[src/rtl/pipe_ctrl_pkg.sv]
// Shared types and default sizing for the pipeline hazard/stall controller.
package pipe_ctrl_pkg;

    typedef enum logic [1:0] {
        RUN      = 2'd0,
        MEM_WAIT = 2'd1,
        ERR      = 2'd2
    } state_t;

    localparam int MAX_WAIT_DEF = 15;
    localparam int CNT_W_DEF    = 16;

endpackage

[src/rtl/pipe_ctrl_hazard_detect.sv]
// Load-use hazard detector: a load in EX whose destination feeds the instruction in ID.
// Purely combinational; register 0 never creates a hazard.
module hazard_detect
    import pipe_ctrl_pkg::*;
(
    input  logic       MemRead_EX,
    input  logic [4:0] wrin_EX,
    input  logic [4:0] rs_ID,
    input  logic [4:0] rt_ID,
    input  logic       uses_rt_ID,
    output logic       load_use
);

    assign load_use = MemRead_EX && (wrin_EX != 5'd0) &&
                      ((wrin_EX == rs_ID) || (uses_rt_ID && (wrin_EX == rt_ID)));

endmodule

[src/rtl/pipe_ctrl.sv]
// Pipeline controller: stage enables/flushes for mem stalls, branches, load-use; memory timeout -> sticky ERR.
// Outputs are combinational from state/inputs; PIPE_CTRL_PERF_EN builds the saturating stall counter.
module pipe_ctrl
    import pipe_ctrl_pkg::*;
#(
    parameter int MAX_WAIT = MAX_WAIT_DEF,
    parameter int CNT_W    = CNT_W_DEF
) (
    input  logic             CLK,
    input  logic             RESET,
    input  logic             MemRead_EX,
    input  logic [4:0]       wrin_EX,
    input  logic [4:0]       rs_ID,
    input  logic [4:0]       rt_ID,
    input  logic             uses_rt_ID,
    input  logic             Branch_MEM,
    input  logic             ZERO_MEM,
    input  logic             MemRead_MEM,
    input  logic             MemWrite_MEM,
    input  logic             mem_ack,
    output logic             mem_req,
    output logic             pc_en,
    output logic             en_IF_ID,
    output logic             en_ID_EX,
    output logic             en_EX_MEM,
    output logic             en_MEM_WB,
    output logic             flush_IF_ID,
    output logic             flush_ID_EX,
    output logic             flush_EX_MEM,
    output logic             flush_MEM_WB,
    output logic             pc_src,
    output logic             mem_err,
    output logic [CNT_W-1:0] stall_cnt
);

    localparam int WAIT_W = $clog2(MAX_WAIT + 1);

    state_t            state, state_nxt;
    logic [WAIT_W-1:0] wait_cnt, wait_nxt, wait_inc;
    logic              load_use, mem_acc, mem_stall, br_taken;

    hazard_detect u_hazard (
        .MemRead_EX (MemRead_EX),
        .wrin_EX    (wrin_EX),
        .rs_ID      (rs_ID),
        .rt_ID      (rt_ID),
        .uses_rt_ID (uses_rt_ID),
        .load_use   (load_use)
    );

    assign mem_acc   = MemRead_MEM | MemWrite_MEM;
    assign mem_stall = mem_acc & ~mem_ack & (state != ERR);
    assign br_taken  = Branch_MEM & ZERO_MEM;
    // Counter sits at 0 in RUN, so the first stalled cycle counts as wait cycle 1.
    assign wait_inc  = wait_cnt + WAIT_W'(1);
    assign mem_err   = (state == ERR);

    always_ff @(posedge CLK) begin
        if (RESET) begin
            state    <= RUN;
            wait_cnt <= '0;
        end else begin
            state    <= state_nxt;
            wait_cnt <= wait_nxt;
        end
    end

    always_comb begin
        state_nxt    = state;
        wait_nxt     = wait_cnt;
        mem_req      = mem_acc;
        pc_en        = 1'b1;
        en_IF_ID     = 1'b1;
        en_ID_EX     = 1'b1;
        en_EX_MEM    = 1'b1;
        en_MEM_WB    = 1'b1;
        flush_IF_ID  = 1'b0;
        flush_ID_EX  = 1'b0;
        flush_EX_MEM = 1'b0;
        flush_MEM_WB = 1'b0;
        pc_src       = 1'b0;

        if (RESET) begin
            mem_req      = 1'b0;
            pc_en        = 1'b0;
            en_IF_ID     = 1'b0;
            en_ID_EX     = 1'b0;
            en_EX_MEM    = 1'b0;
            en_MEM_WB    = 1'b0;
            flush_IF_ID  = 1'b1;
            flush_ID_EX  = 1'b1;
            flush_EX_MEM = 1'b1;
            flush_MEM_WB = 1'b1;
            state_nxt    = RUN;
            wait_nxt     = '0;
        end else if (state == ERR) begin
            mem_req   = 1'b0;
            pc_en     = 1'b0;
            en_IF_ID  = 1'b0;
            en_ID_EX  = 1'b0;
            en_EX_MEM = 1'b0;
            en_MEM_WB = 1'b0;
        end else if (mem_stall) begin
            // Freeze upstream, let WB drain with a bubble.
            pc_en        = 1'b0;
            en_IF_ID     = 1'b0;
            en_ID_EX     = 1'b0;
            en_EX_MEM    = 1'b0;
            flush_MEM_WB = 1'b1;
            wait_nxt     = wait_inc;
            state_nxt    = (wait_inc >= WAIT_W'(MAX_WAIT)) ? ERR : MEM_WAIT;
        end else begin
            state_nxt = RUN;
            wait_nxt  = '0;
            if (br_taken) begin
                pc_src       = 1'b1;
                flush_IF_ID  = 1'b1;
                flush_ID_EX  = 1'b1;
                flush_EX_MEM = 1'b1;
            end else if (load_use) begin
                pc_en       = 1'b0;
                en_IF_ID    = 1'b0;
                flush_ID_EX = 1'b1;
            end
        end
    end

`ifdef PIPE_CTRL_PERF_EN
    logic [CNT_W-1:0] stall_q;

    always_ff @(posedge CLK) begin
        if (RESET) begin
            stall_q <= '0;
        end else if (!pc_en && (stall_q != '1)) begin
            stall_q <= stall_q + CNT_W'(1);
        end
    end

    assign stall_cnt = stall_q;
`else
    assign stall_cnt = '0;
`endif

endmodule

[config.mk]
export PLATFORM = sky130hd
export DESIGN_NAME = pipe_ctrl
export DESIGN_NICKNAME = d
export VERILOG_FILES = /design/src/rtl/pipe_ctrl_pkg.sv /design/src/rtl/pipe_ctrl_hazard_detect.sv /design/src/rtl/pipe_ctrl.sv
export SDC_FILE = /design/constraint.sdc
export NUM_CORES = 1
export LEC_CHECK = 0
export CAP_MARGIN = 30
export CELL_PAD_IN_SITES_DETAIL_PLACEMENT = 0
export CELL_PAD_IN_SITES_GLOBAL_PLACEMENT = 1
export CORE_AREA = 2 2 57 59
export CTS_CLUSTER_DIAMETER = 80
export CTS_CLUSTER_SIZE = 25
export DETAILED_ROUTE_END_ITERATION = 8
export DIE_AREA = 0 0 59 61
export PLACE_DENSITY = 0.92
export SETUP_SLACK_MARGIN = 0.4
export SKIP_CTS_REPAIR_TIMING = 1
export SYNTH_ARGS = -nofsm -noshare
export SYNTH_HDL_FRONTEND = slang
export SYNTH_SLANG_ARGS = --single-unit
[constraint.sdc]
create_clock -name CLK -period 3.6 [get_ports CLK]
set_input_delay 0.72 -clock CLK [delete_from_list [all_inputs] [get_ports CLK]]
set_output_delay 0.72 -clock CLK [all_outputs]
set_load 0.01 [all_outputs]
# Word level (Yosys, flattened, before mapping)
# Index checks and enable logic that the tools add are counted.
[totals] ff_bits=6 output_inout_bits=28
[op_classes] mux=28 order_cmp=1 n_addsub=1 n_bitwise=5 n_reduce_logical=5 eq_ne=4
[ops] op="$mux 1" count=25
[ops] op="$eq 5x5->1" count=2
[ops] op="$reduce_bool 5->1" count=1
[ops] op="$add 4x1->4 const B" count=1
[ops] op="$ge 4x4->1 const B" count=1
[ops] op="$mux 2" count=2
[ops] op="$mux 4" count=1
[ops] op="$and 1x1->1" count=3
[ops] op="$logic_and 1x1->1" count=3
[ops] op="$eq 2x2->1 const B" count=1
[ops] op="$ne 2x2->1 const B" count=1
[ops] op="$logic_or 1x1->1" count=1
[ops] op="$not 1->1" count=1
[ops] op="$or 1x1->1" count=1

# Logic depth before layout (Yosys ltp)
[depth] depth_word=9 depth_mapped=6 ltp_nobuf=5

# By module
# From an unflattened synthesis, not the netlist that was laid out.
[unflattened] hier_cells=87 area_unflattened_um2=684.4
[modules_own_cells] module="pipe_ctrl" n_inst=1 seq_area_each_um2=120.1 cells_each=70 area_each_um2=551.8
[modules_own_cells] module="hazard_detect" n_inst=1 seq_area_each_um2=0.0 cells_each=17 area_each_um2=132.6

# Worst setup path after synthesis
# OpenSTA, ideal clock, no wires.
[synth_timing] path_kind="input to output" from="input port RESET" to="output port pc_en" cell_stages=4 setup_slack_ns=1.053 n_path_buf=2 t_required_ns=2.880 arrival_time_ns=1.827 cell_sequence="clkbuf_1 > nor4_1 > o31a_1 > buf_4"
[synth_via] elab_chain_len=1
[synth_lines] element="from (decl)" line="pipe_ctrl.sv:10" source="input logic RESET,"
[synth_lines] element="$mux 1"
[synth_lines] element="to (decl)" line="pipe_ctrl.sv:22" source="output logic pc_en,"
# Every way passes these cells.

# Worst setup path after layout
[layout_timing] from="input port MemWrite_MEM" to="output port pc_src"
[layout_via] elab_chain_len=6
[layout_lines] element="from (decl)" line="pipe_ctrl.sv:19" source="input logic MemWrite_MEM,"
[layout_lines] element="$or 1x1->1" line="pipe_ctrl.sv:51" source="assign mem_acc = MemRead_MEM | MemWrite_MEM;"
[layout_lines] element="$and 1x1->1 (2 in a row)" line="pipe_ctrl.sv:52" source="assign mem_stall = mem_acc & ~mem_ack & (state != ERR);"
[layout_lines] element="$mux 1" line="pipe_ctrl.sv:103" source="end else if (mem_stall) begin"
[layout_lines] element="$mux 1" line="pipe_ctrl.sv:96" source="end else if (state == ERR) begin"
[layout_lines] element="$mux 1" line="pipe_ctrl.sv:83" source="if (RESET) begin"
[layout_lines] element="to (decl)" line="pipe_ctrl.sv:31" source="output logic pc_src,"
# Every way passes these cells.

==> reports/metrics.csv <==
metric,value,unit
drt first pass iters,4,
Max stage delay on crit path,0.62,ns
Placement Cell Area,955,um2
layout cell share with drive strength beyond 1,7.76,%
Initial Util,22.0,%
Via Count,655,
GPL Wtd Cong,0.689,
Final #Nets,144,
final wirelength,1.57,mm
CTS clock-pin slew for the worst setup and hold paths,0.05,ns
via-per-instance ratio,4.40,
largest net degree at the start of global routing,13,
critical path type,input port to output port,
detailed placement HPWL,1.37,mm
FP Rows,20,
initial antenna violation count,0,
f_max,316,MHz
n_diodes,0,
Sinks on Clock Net,6,
"Slew Viols, Final",0,
cells after synthesis,83,
grt total ovfl,0,
CTS tree,yes,
HP Class,flip-flop to flip-flop,
# DRC,0,
num ports,52,
DR WL/cell,10.5,um
CP startpoint kind,input port,
H-tree depth,1,
final worst-path cycle share,87.9,%
data required time at the worst endpoint,2.88,ns
"commonest non-fill, non-tap cells in the layout","clkdlybuf4s50_1, conb_1, xor2_1, dfxtp_1",
placed insts,146,
Seq cells post-synth,6,
post-synthesis cell type count,31,
first-pass GRT wire length,2.46,mm
CTS Buf Count,3,
Layout area overhead,52.5,%
vias in the first global route,596,
endpoint class of the critical path,output port,
Worst VDD drop,0.0659,mV
Die Wd,59,um
max-cap viol count,0,
Die Footprint,0.00360,mm2
CTS max path bufs,2,
Worst Path Buf+Inv,2,
Setup TNS Final,0,ns
Hold WS,0.506,ns
Port-buffer cells,35,
Final setup viols,0,
Syn. warnings,0,
Worst-Skew Late Latency,0.25,ns
cell mode on critical path,clkdlybuf4s50_1,
DRT iter0 DRCs,8,
Syn Area/Cell,7.84,um2
Total Power Consumption,219,uW
final hold violations,0,
Mapped Area,651,um2
leakage power,0.448,nW
Routed Antenna Nets,0,
post-synthesis sequential area ratio,18.5,%
CTS Root Cell,clkbuf_4,
crit path DAT,2.45,ns
crit-path max FO,5,
Cell Pwr Density,221,mW/mm2
crit-path leading delay family,buffers and inverters,
outcome,finished clean,
core footprint,0.00295,mm2
Tot GR Track Use,9.05,%
Die Span Y,61,um
"critical path, cell by cell",clkdlybuf4s50_1 -> o21ba_2 -> nor4_1 -> clkdlybuf4s50_1,
clock period minus worst slack,3.17,ns
"commonest non-fill, non-tap cell in the layout",clkdlybuf4s50_1,
RSZ-0062 raised after global routing,true,
post-route insts no fill,149,
Max Clock Skew,0.00151,ns
"slowest stage cell, crit path",clkdlybuf4s50_1,
Final Cell Area,992,um2
-- Yosys cell counts --
master	instances	area, um2
a21o_1	1	7.51
a21oi_1	5	25.0
a32oi_1	1	8.76
a41o_1	1	10.0
buf_2	1	5.00
buf_4	19	143
clkbuf_1	1	3.75
conb_1	1	3.75
dfxtp_1	6	120
ha_1	2	25.0
inv_1	2	7.51
nand2_1	4	15.0
nand2b_1	1	6.26
nand3_1	1	5.00
nand3b_1	1	7.51
nor2_1	5	18.8
nor3_1	3	15.0
nor4_1	2	12.5
nor4_2	1	12.5
o211a_1	1	10.0
o21a_1	1	7.51
o21ai_0	1	5.00
o21ai_1	1	5.00
o21ba_2	1	10.0
o21bai_1	2	15.0
o31a_1	1	8.76
or2_2	1	6.26
or3_1	3	18.8
or4_1	1	7.51
xnor2_1	1	8.76
xor2_1	11	96.3
-- routing by layer --
| metal | vias to the layer above | GRT usage [%] | part of all wire [%] |
|---|---|---|---|
| met2 | 33 | 16.2 | 51 |
| met1 | 302 | 9.53 | 38 |
| met3 | 2 | 2.77 | 9.2 |
| met4 | 0 | 4.87 | 1.3 |
| met5 | - | 0 | 0 |
| li1 | 318 | - | - |
-- worst min-delay path, stage by stage (launching register included) --
cell,delay [ns]
dfxtp_1,0.33
nand2_1,0.07
a21oi_1,0.05
-- power by group --
part | switching, mW | leakage (nW) | internal (mW)
clock network | 0.0265 | 0.0138 | 0.0378
registers | 0.00125 | 0.0488 | 0.0682
logic | 0.0371 | 0.386 | 0.0486
total | 0.0648 | 0.448 | 0.155
-- flip-flops by register name (all words and copies together) (netlist names) --
name and cells:
wait_cnt 4, state 2
-- final cells by class --
type / count / area (um2)
inverter: 2 / 7.51
fill: 317 / 1960
multi-input combinational: 69 / 435
timing repair buffer: 36 / 365
sequential: 6 / 120
tap: 33 / 41.3
clock buffer: 3 / 22.5
-- logic make-up after synthesis --
logic type | share of synthesized area, %
adders and majority gates | 3.85
AOI/OAI and AO/OA | 17.3
other | 0.576
buffers and inverters | 24.4
and+or+nand+nor | 19.2
DFF | 18.5
xor gates and xnor gates | 16.2
-- metrics by stage --
step / setup WS, ns / utilization [%]
3_3_place_gp: 0.298 / 32.3
6_report: 0.435 / 33.6
3_5_place_dp: 0.255 / 32.3
2_1_floorplan: 1.05 / -
4_1_cts: 0.264 / 33.1
5_1_grt: 0.396 / 33.6
-- final timing paths --
check	startpoint	to	slack [ns]	cells after the start
max reg2reg	wait_cnt[0]	state[1]	2.23	5
min reg2reg	wait_cnt[2]	wait_cnt[2]	0.51	2
min	wait_cnt[2]	wait_cnt[2]	0.51	2
max	MemWrite_MEM	pc_src	0.43	4
Power figures use the tool's default switching activity.
